==> src/rtl/btn_pkg.sv <==
// Shared types and default constants for the button debouncer.
package btn_pkg;

  // Debouncer FSM states, 2-bit encoding.
  typedef enum logic [1:0] {
    IDLE_LOW  = 2'd0,
    WAIT_HIGH = 2'd1,
    IDLE_HIGH = 2'd2,
    WAIT_LOW  = 2'd3
  } db_state_e;

  localparam int SYNC_STAGES_DEF     = 2;
  localparam int DEBOUNCE_CYCLES_DEF = 500000;

endpackage : btn_pkg

==> src/rtl/sync_ff.sv <==
// Multi-flop synchronizer for a single asynchronous input bit.
// Reusable by any input block; STAGES must be at least 2.
module sync_ff #(
  parameter int STAGES = 2
) (
  input  logic clk,
  input  logic rst_n,
  input  logic d_i,
  output logic q_o
);

  logic [STAGES-1:0] r_sync;

  // Shift the raw input through the flop chain; clear the chain on reset.
  // NOTE: these flops are reset on purpose so the FSM never sees a stale
  // level after reset; large storage arrays would normally be left unreset.
  always_ff @(posedge clk) begin
    if (!rst_n) begin
      r_sync <= '0;
    end else begin
      // NOTE: non-blocking assignment makes every stage take the previous
      // stage's old value, which is exactly what a shift chain needs.
      r_sync <= {r_sync[STAGES-2:0], d_i};
    end
  end

  assign q_o = r_sync[STAGES-1];

endmodule : sync_ff

==> src/rtl/button_debounce.sv <==
// Debouncer for a mechanical push button: synchronize the raw level, then
// only accept a new level after it has been stable for DEBOUNCE_CYCLES
// consecutive samples. db_o is registered; busy_o marks a qualification.
module button_debounce
  import btn_pkg::*;
#(
  parameter int SYNC_STAGES     = SYNC_STAGES_DEF,
  parameter int DEBOUNCE_CYCLES = DEBOUNCE_CYCLES_DEF
) (
  input  logic clk,
  input  logic rst_n,
  input  logic btn_i,
  output logic db_o,
  output logic busy_o
);

  localparam int CNT_W = $clog2(DEBOUNCE_CYCLES + 1);
  localparam logic [CNT_W-1:0] CNT_LAST = CNT_W'(DEBOUNCE_CYCLES - 1);
  localparam logic [CNT_W-1:0] CNT_ONE  = CNT_W'(1);
  // A one-sample qualification needs no wait state at all.
  localparam bit SINGLE = (DEBOUNCE_CYCLES == 1);

  logic             w_btn_s;
  db_state_e        r_state;
  db_state_e        w_state_nxt;
  logic [CNT_W-1:0] r_cnt;
  logic [CNT_W-1:0] w_cnt_nxt;
  logic             r_db;
  logic             w_db_nxt;

  sync_ff #(
    .STAGES (SYNC_STAGES)
  ) u_sync (
    .clk   (clk),
    .rst_n (rst_n),
    .d_i   (btn_i),
    .q_o   (w_btn_s)
  );

  // Next-state, counter and output-level decision from the synchronized level.
  always_comb begin
    // NOTE: every output of this block gets a default first so no path
    // through the case leaves a variable unassigned (which would infer a latch).
    w_state_nxt = r_state;
    w_cnt_nxt   = r_cnt;
    w_db_nxt    = r_db;
    unique case (r_state)
      IDLE_LOW: begin
        if (w_btn_s) begin
          if (SINGLE) begin
            w_state_nxt = IDLE_HIGH;
            w_db_nxt    = 1'b1;
          end else begin
            w_state_nxt = WAIT_HIGH;
            w_cnt_nxt   = CNT_ONE;
          end
        end
      end
      WAIT_HIGH: begin
        if (!w_btn_s) begin
          w_state_nxt = IDLE_LOW;
          w_cnt_nxt   = '0;
        end else if (r_cnt == CNT_LAST) begin
          w_state_nxt = IDLE_HIGH;
          w_cnt_nxt   = '0;
          w_db_nxt    = 1'b1;
        end else begin
          w_cnt_nxt   = r_cnt + CNT_ONE;
        end
      end
      IDLE_HIGH: begin
        if (!w_btn_s) begin
          if (SINGLE) begin
            w_state_nxt = IDLE_LOW;
            w_db_nxt    = 1'b0;
          end else begin
            w_state_nxt = WAIT_LOW;
            w_cnt_nxt   = CNT_ONE;
          end
        end
      end
      WAIT_LOW: begin
        if (w_btn_s) begin
          w_state_nxt = IDLE_HIGH;
          w_cnt_nxt   = '0;
        end else if (r_cnt == CNT_LAST) begin
          w_state_nxt = IDLE_LOW;
          w_cnt_nxt   = '0;
          w_db_nxt    = 1'b0;
        end else begin
          w_cnt_nxt   = r_cnt + CNT_ONE;
        end
      end
      default: begin
        w_state_nxt = IDLE_LOW;
        w_cnt_nxt   = '0;
        w_db_nxt    = 1'b0;
      end
    endcase
  end

  // State, counter and debounced level registers with synchronous reset.
  always_ff @(posedge clk) begin
    if (!rst_n) begin
      r_state <= IDLE_LOW;
      r_cnt   <= '0;
      r_db    <= 1'b0;
    end else begin
      r_state <= w_state_nxt;
      r_cnt   <= w_cnt_nxt;
      r_db    <= w_db_nxt;
    end
  end

  assign db_o   = r_db;
  assign busy_o = (r_state == WAIT_HIGH) || (r_state == WAIT_LOW);

endmodule : button_debounce

==> config.mk <==
export PLATFORM = sky130hd
export DESIGN_NAME = button_debounce
export DESIGN_NICKNAME = d
export VERILOG_FILES = /design/src/rtl/btn_pkg.sv /design/src/rtl/sync_ff.sv /design/src/rtl/button_debounce.sv
export SDC_FILE = /design/constraint.sdc
export NUM_CORES = 1
export LEC_CHECK = 0
export CAP_MARGIN = 20
export CORE_UTILIZATION = 58
export CTS_CLUSTER_DIAMETER = 60
export CTS_CLUSTER_SIZE = 20
export DETAILED_ROUTE_END_ITERATION = 8
export HOLD_SLACK_MARGIN = 0.05
export PLACE_DENSITY = 0.83
export SLEW_MARGIN = 40
export SYNTH_ARGS = -nofsm -noshare
export SYNTH_HDL_FRONTEND = slang
export SYNTH_SLANG_ARGS = --single-unit
==> constraint.sdc <==
create_clock -name clk -period 2.4 [get_ports clk]
set_input_delay 0.24 -clock clk [delete_from_list [all_inputs] [get_ports clk]]
set_output_delay 0.24 -clock clk [all_outputs]
set_load 0.05 [all_outputs]
==> implementation parameters, run 1 <==
Parameter                              Value

Synth
  Dominant combinational cell family by area after synthesis ... simple AND/OR/NAND/NOR gates
  Multiplexer area fraction after synthesis ... 0
  Netlist area before placement ... 1240 sq um
  Synthesized area divided by synthesized cell count ... 8.33 sq um
  Net Count, Synth ... 153
  Number of flip-flops and latches in the synthesized netlist ... 24
  Xor and xnor area share after synthesis ... 0.0776
  Top flip-flop cell by instance count after synthesis ... sky130_fd_sc_hd__dfxtp_1
  Count of flip-flops with a built-in enable after synthesis ... 0
  Number of distinct library cell variants in the gate-level netlist after synthesis ... 37
  Proportion of synthesized flip-flops having asynchronous set or reset ... 0
  Gate count after technology mapping ... 149
  Simple-gate share of the synthesized area ... 0.363
  Compound-Gate Fraction of Synth Area ... 0.144
  Sequential area share after synthesis ... 0.387
  Synth Area in Adders ... 0.0101
  Yosys warning total ... 0

STA
  Fmax ... 473 MHz
  Total count of max-transition violations in the final report ... 0
  Least-Margin Pin Slew ... 0.561 ns
  Period utilization ... 0.881
  Post-route setup slack ... 0.286 ns
  Post-route minimum period ... 2.11 ns
  Max_slew headroom ... 0.625
  Unrepaired setup endpoints after global routing ... false
  Setup TNS Final ... 0 ns
  Worst clock skew ... 0.00667 ns
  Final hold violation count ... 0
  Final Setup Violations ... 0

Pwr
  Peak supply drop ... 401 uV
  Leakage power total ... 0.450 nW
  Cell Pwr Density ... 538 nW/um^2

Cells and area
  Synthesis-to-finish area growth ... 10.8%
  FILL cells ... 147
  Commonest cells after routing, fill and taps aside ... 24 x sky130_fd_sc_hd__dfxtp_1, 18 x sky130_fd_sc_hd__nor2_1, 12 x sky130_fd_sc_hd__nand2_1, 9 x sky130_fd_sc_hd__o21ai_0, 9 x sky130_fd_sc_hd__nand3_1
  Layout cells sized above 1 ... 0.0828
  Total inserted antenna cells ... 0
  Most common cell after layout, fill and taps aside ... sky130_fd_sc_hd__dfxtp_1
  Register area ... 480 sq um
  Cell Count, Final, Fillers Out ... 184
  Final cell utilization of the core ... 0.694
  Count of nets after finishing ... 162
  Area occupied by multi-input gates ... 738 sq um

Routing
  Remaining design rule violation count ... 0
  Final wirelength ... 2660 um
  Via count normalized by instance count ... 6.35
  Average detailed-routed wire length per instance ... 14.4 um
  Router iterations before antenna repair ... 4
  Count of nets left with antenna violations after detail routing ... 0
  Vias post-DR ... 1168
  Detailed router's first-iteration violation count ... 34

Global route
  Most congested layer reported by global routing ... met2
  Met1 layer usage reported by global route ... 0.349
  Met3 Resource Use GR ... 0.0296
  Global-route wire length before repair ... 4240 um
  Tot GR Track Use ... 0.264
  Maximum number of pins on one net before global-route repair ... 18
  Fraction of met2 tracks used by global routing ... 0.421
  GR Overflow Total ... 0
  Antenna violations before repair ... 0
  Number of global-route vias before repair ... 1010

Worst setup path
  Crit path required time ... 2.62 ns
  Top fanout value on the critical path ... 8
  Arr. time, crit path ... 2.33 ns
  Depth of the worst register-to-register path ... 5
  Class of the most critical setup path ... reg -> reg
  Crit path to ... r_cnt[16]
  Worst path buffer plus inverter count ... 0
  Crit path launch type ... register
  Worst setup EP type ... register
  Timing startpoint of the critical path ... r_cnt[14]
  Stages on worst setup path ... 5
  Cell with the largest stage delay on the worst path ... sky130_fd_sc_hd__or4b_1
  Worst reg2reg endpoint ... r_cnt[16]
  Longest individual stage delay on the worst path ... 0.57 ns
  Kind of cell with the highest combined delay on the critical path ... simple AND/OR/NAND/NOR gates
  FF-to-FF setup slack ... 0.29 ns
  Critical path cell sequence ... or4b_1 > or4_4 > o31ai_4 > a21o_4 > nor2_1
  Worst reg2reg path startpoint ... r_cnt[14]

Clock tree
  Num CTS Buffers ... 3
  Clock-pin slew reported for the worst setup and hold paths after clock tree synthesis ... 0.13 ns
  Clk buf depth ... 2
  CTS tree ... built
  Setup Buffers After CTS ... 0
  CTS Sinks ... 24
  Hold-fix buffer count after cts ... 0
  Number of gates resized after CTS ... 0
  Insertion delay to the later sink of the worst-skew pair ... 0.32 ns
  Clock root buffer ... sky130_fd_sc_hd__clkbuf_4
  Number of H-tree levels ... 1

Place
  Final RePlAce weighted congestion ... 0.859
  Port Buffer Count ... 4
  Instance count after placement with tap cells included ... 180
  Half-perimeter wire length after placement ... 1970 um
  Post-placement worst setup slack ... 0.321 ns

Min path
  Path category of the worst min-delay check ... reg -> reg
  Startpoint of the tightest hold check path ... u_sync.r_sync[0]

Floorplanning
  Die height ... 48.3 um
  Row count ... 16
  Die Footprint ... 2330 sq um
  Top-level I/O count ... 5
  Initial Utilization ... 0.626
  Std-Cell Core Area ... 1980 sq um
  Die outline width ... 48.3 um

Job
  Number of maximum-capacitance constraint violations ... 0

Run status
  Result of the run ... finished, final reports clean
-- power breakdown --
| part | total, W | leakage (nW) | internal, W | switching (W) |
|---|---|---|---|---|
| logic | 0.0000428 | 0.228 | 0.0000163 | 0.0000265 |
| clock network | 0.000290 | 0.0279 | 0.000169 | 0.000121 |
| registers | 0.000407 | 0.194 | 0.000403 | 0.00000422 |
| total | 0.000740 | 0.450 | 0.000588 | 0.000151 |
-- layout make-up --
class	count	area share
clock buffer	3	0.0164
clock inverter	1	0.0218
inverter	4	0.0109
sequential	24	0.349
multi-input combinational	119	0.537
tap	27	0.0246
timing repair buffer	6	0.0400
-- Yosys cell counts, types with 3 or more instances --
| master | count | area, sq um |
|---|---|---|
| sky130_fd_sc_hd__inv_1 | 4 | 15.0 |
| sky130_fd_sc_hd__nand4_1 | 5 | 31.3 |
| sky130_fd_sc_hd__dfxtp_1 | 24 | 480 |
| sky130_fd_sc_hd__nand4b_1 | 3 | 26.3 |
| sky130_fd_sc_hd__a21oi_1 | 5 | 25.0 |
| sky130_fd_sc_hd__nor3_1 | 4 | 20.0 |
| sky130_fd_sc_hd__nor4_1 | 5 | 31.3 |
| sky130_fd_sc_hd__a31oi_1 | 3 | 18.8 |
| sky130_fd_sc_hd__nor2b_1 | 3 | 18.8 |
| sky130_fd_sc_hd__nand3_1 | 9 | 45.0 |
| sky130_fd_sc_hd__and3_1 | 5 | 31.3 |
| sky130_fd_sc_hd__xor2_1 | 4 | 35.0 |
| sky130_fd_sc_hd__nand2_1 | 12 | 45.0 |
| sky130_fd_sc_hd__nor2_1 | 18 | 67.6 |
| sky130_fd_sc_hd__and2_1 | 3 | 18.8 |
| sky130_fd_sc_hd__o21ai_0 | 9 | 45.0 |
| sky130_fd_sc_hd__xnor2_1 | 7 | 61.3 |
-- worst min-delay path by stage --
| stage | cells past startpoint | slack, ns | end |
|---|---|---|---|
| after floorplan | 1 | 0.37 | u_sync.r_sync[0] |
| after global placement | 1 | 0.42 | u_sync.r_sync[1] |
| after detailed placement | 1 | 0.44 | u_sync.r_sync[1] |
| after CTS | 1 | 0.47 | u_sync.r_sync[1] |
| after global routing | 1 | 0.47 | u_sync.r_sync[1] |
| final | 1 | 0.47 | u_sync.r_sync[1] |
-- metal layers --
| metal | vias up | share of wire |
|---|---|---|
| li1 | 560 | - |
| met1 | 556 | 0.44 |
| met5 | - | 0 |
| met4 | 0 | 0.0098 |
| met3 | 4 | 0.076 |
| met2 | 48 | 0.47 |
-- kinds of logic after synthesis --
kind of cell	Yosys count
DFF	24
adders and majority gates	1
AOI/OAI and AO/OA	26
xor gates and xnor gates	11
buffers and inverters	6
and+or+nand+nor	81
-- worst reg2reg max path, stage by stage, from the launching register on --
cell	delay [ns]
sky130_fd_sc_hd__dfxtp_1	0.39
sky130_fd_sc_hd__or4b_1	0.57
sky130_fd_sc_hd__or4_4	0.46
sky130_fd_sc_hd__o31ai_4	0.37
sky130_fd_sc_hd__a21o_4	0.18
sky130_fd_sc_hd__nor2_1	0.05
-- state kept, by name (all words and copies together), names as in the netlist, named ones only --
| signal | flops |
|---|---|
| r_cnt | 19 |
| db_o | 1 |
| u_sync.r_sync | 2 |
| r_state | 1 |
-- through the flow --
| stage | area [sq um] | hold WS, ns | total power, W |
|---|---|---|---|
| finish | 1380 | 0.466 | 0.000740 |
| global route | 1380 | 0.472 | 0.000762 |
| CTS | 1380 | 0.469 | 0.000745 |
| detailed placement | 1320 | 0.437 | 0.000459 |
| global placement | 1320 | 0.419 | 0.000457 |
| floorplan | 1240 | 0.367 | 0.000443 |
Power figures use the tool's default switching activity.
==> inputs of run 2 (changes only) <==
--- a/config.mk
+++ b/config.mk
@@ -6,11 +6,12 @@
 export NUM_CORES = 1
 export LEC_CHECK = 0
 export CAP_MARGIN = 20
-export CORE_UTILIZATION = 58
+export CORE_UTILIZATION = 61
 export CTS_CLUSTER_DIAMETER = 60
 export CTS_CLUSTER_SIZE = 20
 export DETAILED_ROUTE_END_ITERATION = 8
-export HOLD_SLACK_MARGIN = 0.05
+export DONT_BUFFER_PORTS = 1
+export HOLD_SLACK_MARGIN = 0.08
 export PLACE_DENSITY = 0.83
 export SLEW_MARGIN = 40
 export SYNTH_ARGS = -nofsm -noshare
==> run 2 against run 1 <==
Effect of this change: total power is 1.0% lower; largest cell class unchanged; sequential share of layout area grew 0.58 points; design area fell by 1.6%; cell count fell by 2.2%.
==> implementation parameters, run 2 (synthesis gave the netlist of run 1 again) <==
Parameter                              Value

Clock tree
  Number of H-tree levels ... 1 (unchanged)
  Num CTS Buffers ... 3 (unchanged)
  Clock-pin slew reported for the worst setup and hold paths after clock tree synthesis ... 0.13 ns (about the same)
  Setup Buffers After CTS ... 0 (unchanged)
  Insertion delay to the later sink of the worst-skew pair ... 0.32 ns (about the same)
  Clk buf depth ... 2 (unchanged)
  Clock root buffer ... sky130_fd_sc_hd__clkbuf_4
  CTS Sinks ... 24 (unchanged)
  CTS tree ... built
  Hold-fix buffer count after cts ... 2 (+2)
  Number of gates resized after CTS ... 0 (unchanged)

Global route
  Global-route wire length before repair ... 4570 um (+8.0%)
  Tot GR Track Use ... 0.299 (+0.0356)
  Number of global-route vias before repair ... 1066 (+5.5%)
  Antenna violations before repair ... 0 (unchanged)
  Maximum number of pins on one net before global-route repair ... 15 (-3)
  GR Overflow Total ... 0 (unchanged)

Worst setup path
  Critical path cell sequence ... or4b_1 > or4_4 > o31ai_4 > a21o_4 > nor2_1
  Cell with the largest stage delay on the worst path ... sky130_fd_sc_hd__or4b_1
  Class of the most critical setup path ... reg -> reg
  Crit path launch type ... register
  Arr. time, crit path ... 2.31 ns (-0.02 ns)
  Worst path buffer plus inverter count ... 0 (unchanged)
  Worst setup EP type ... register
  Depth of the worst register-to-register path ... 5 (unchanged)
  Longest individual stage delay on the worst path ... 0.56 ns (about the same)
  Stages on worst setup path ... 5 (unchanged)
  Crit path required time ... 2.62 ns (about the same)
  Kind of cell with the highest combined delay on the critical path ... simple AND/OR/NAND/NOR gates
  Top fanout value on the critical path ... 8 (unchanged)

Cells and area
  Flip-flop count of the largest register, all copies and words added ... 19 (unchanged)
  Commonest cells after routing, fill and taps aside ... 24 x sky130_fd_sc_hd__dfxtp_1, 18 x sky130_fd_sc_hd__nor2_1, 12 x sky130_fd_sc_hd__nand2_1, 9 x sky130_fd_sc_hd__o21ai_0, 9 x sky130_fd_sc_hd__nand3_1
  Synthesis-to-finish area growth ... 8.97%
  Most common cell after layout, fill and taps aside ... sky130_fd_sc_hd__dfxtp_1
  Total inserted antenna cells ... 0 (unchanged)
  Count of nets after finishing ... 160 (-1.2%)
  Layout cells sized above 1 ... 0.0839 (+0.00107)
  Final cell utilization of the core ... 0.743 (+0.0491)
  Leading registers by flop count ... r_cnt: 19 flops, u_sync.r_sync: 2 flops
  Register with the most flip-flops ... r_cnt

Pwr
  Cell Pwr Density ... 541 nW/um^2 (+0.65%)
  Peak supply drop ... 454 uV (+13%)
  Leakage power total ... 0.445 nW (-1.1%)

Routing
  Final wirelength ... 2850 um (+7.5%)
  Detailed router's first-iteration violation count ... 53 (+56%)
  Average detailed-routed wire length per instance ... 15.9 um (+9.8%)
  Router iterations before antenna repair ... 7 (+3)
  Via count normalized by instance count ... 6.37 (+0.30%)
  Vias post-DR ... 1146 (-1.9%)
  Count of nets left with antenna violations after detail routing ... 0 (unchanged)
  Remaining design rule violation count ... 0 (unchanged)

Floorplanning
  Die Footprint ... 2220 sq um (-4.7%)
  Row count ... 15 (-1)
  Top-level I/O count ... 5 (unchanged)
  Die height ... 47.1 um (-2.4%)
  Initial Utilization ... 0.682 (+0.0555)
  Std-Cell Core Area ... 1820 sq um (-8.1%)
  Die outline width ... 47.1 um (-2.4%)

STA
  Final Setup Violations ... 0 (unchanged)
  Post-route minimum period ... 2.09 ns (-0.0237 ns)
  Max_slew headroom ... 0.615 (-0.00946)
  Total count of max-transition violations in the final report ... 0 (unchanged)
  Least-Margin Pin Slew ... 0.571 ns (+0.00991 ns)
  Fmax ... 478 MHz (+1.1%)
  Post-route setup slack ... 0.310 ns (+0.0237 ns)
  Final hold violation count ... 0 (unchanged)
  Setup TNS Final ... 0 ns (unchanged)
  Unrepaired setup endpoints after global routing ... false
  Worst clock skew ... 0.00312 ns (-0.00355 ns)
  Period utilization ... 0.871 (-0.00986)

Job
  Number of maximum-capacitance constraint violations ... 0 (unchanged)

Place
  Half-perimeter wire length after placement ... 2040 um (+3.7%)
  Port Buffer Count ... 0 (-4)
  Post-placement worst setup slack ... 0.339 ns (+0.0184 ns)
  Final RePlAce weighted congestion ... 0.866 (+0.87%)

Min path
  Path category of the worst min-delay check ... in -> reg
  Worst hold path depth ... 2 (+1)

Run status
  Result of the run ... finished, final reports clean
[run 2: changes by cell type in the layout (fill, tap and decap cells not counted)]
cell,before,now
sky130_fd_sc_hd__clkdlybuf4s50_1,4,0
sky130_fd_sc_hd__dlygate4sd3_1,0,2
[run 2: worst paths after layout]
path	end	slack, ns	startpoint
worst min register to register	u_sync.r_sync[1]	0.46	u_sync.r_sync[0]
worst max register to register	r_cnt[15]	0.31	r_cnt[14]
worst min-delay path	r_state[0]	0.08	rst_n
worst max-delay path	r_cnt[15]	0.31	r_cnt[14]
[run 2: layer usage]
metal	up-vias	part of all wire	wire length, um	GRT usage
met4	0	0.020	57	0.149
met5	-	0	0	0
li1	553	-	-	-
met2	54	0.46	1310	0.469
met1	531	0.45	1280	0.385
met3	8	0.074	210	0.0731
[run 2: worst register-to-register path: stages, from the launching register on]
cell and delay [ns]:
sky130_fd_sc_hd__dfxtp_1 0.39, sky130_fd_sc_hd__or4b_1 0.56, sky130_fd_sc_hd__or4_4 0.45, sky130_fd_sc_hd__o31ai_4 0.36
sky130_fd_sc_hd__a21o_4 0.18, sky130_fd_sc_hd__nor2_1 0.05
[run 2: where the power goes]
group | total (W) | internal [W] | leakage, nW | switching, W
Clock | 0.000289 | 0.000169 | 0.0279 | 0.000120
Sequential | 0.000412 | 0.000403 | 0.194 | 0.00000939
Combinational | 0.0000314 | 0.0000120 | 0.223 | 0.0000194
[run 2: area by class of cell]
type / count / area (sq um)
Clock buffer: 3 / 22.5
Clock inverter: 1 / 30.0
Fill cell: 148 / 468
Inverter: 4 / 15.0
Multi-Input combinational cell: 119 / 738
Sequential cell: 24 / 480
Tap cell: 25 / 31.3
Timing Repair Buffer: 4 / 35.0
[run 2: stage by stage]
step | cell area (sq um) | hold slack (ns) | power [W] | instances
floorplan | 1240 | 0.367 | 0.000443 | 149
global placement | 1280 | 0.364 | 0.000447 | 174
detailed placement | 1280 | 0.366 | 0.000447 | 174
CTS | 1350 | 0.0817 | 0.000735 | 180
global route | 1350 | 0.0851 | 0.000751 | 180
finish | 1350 | 0.0825 | 0.000732 | 180
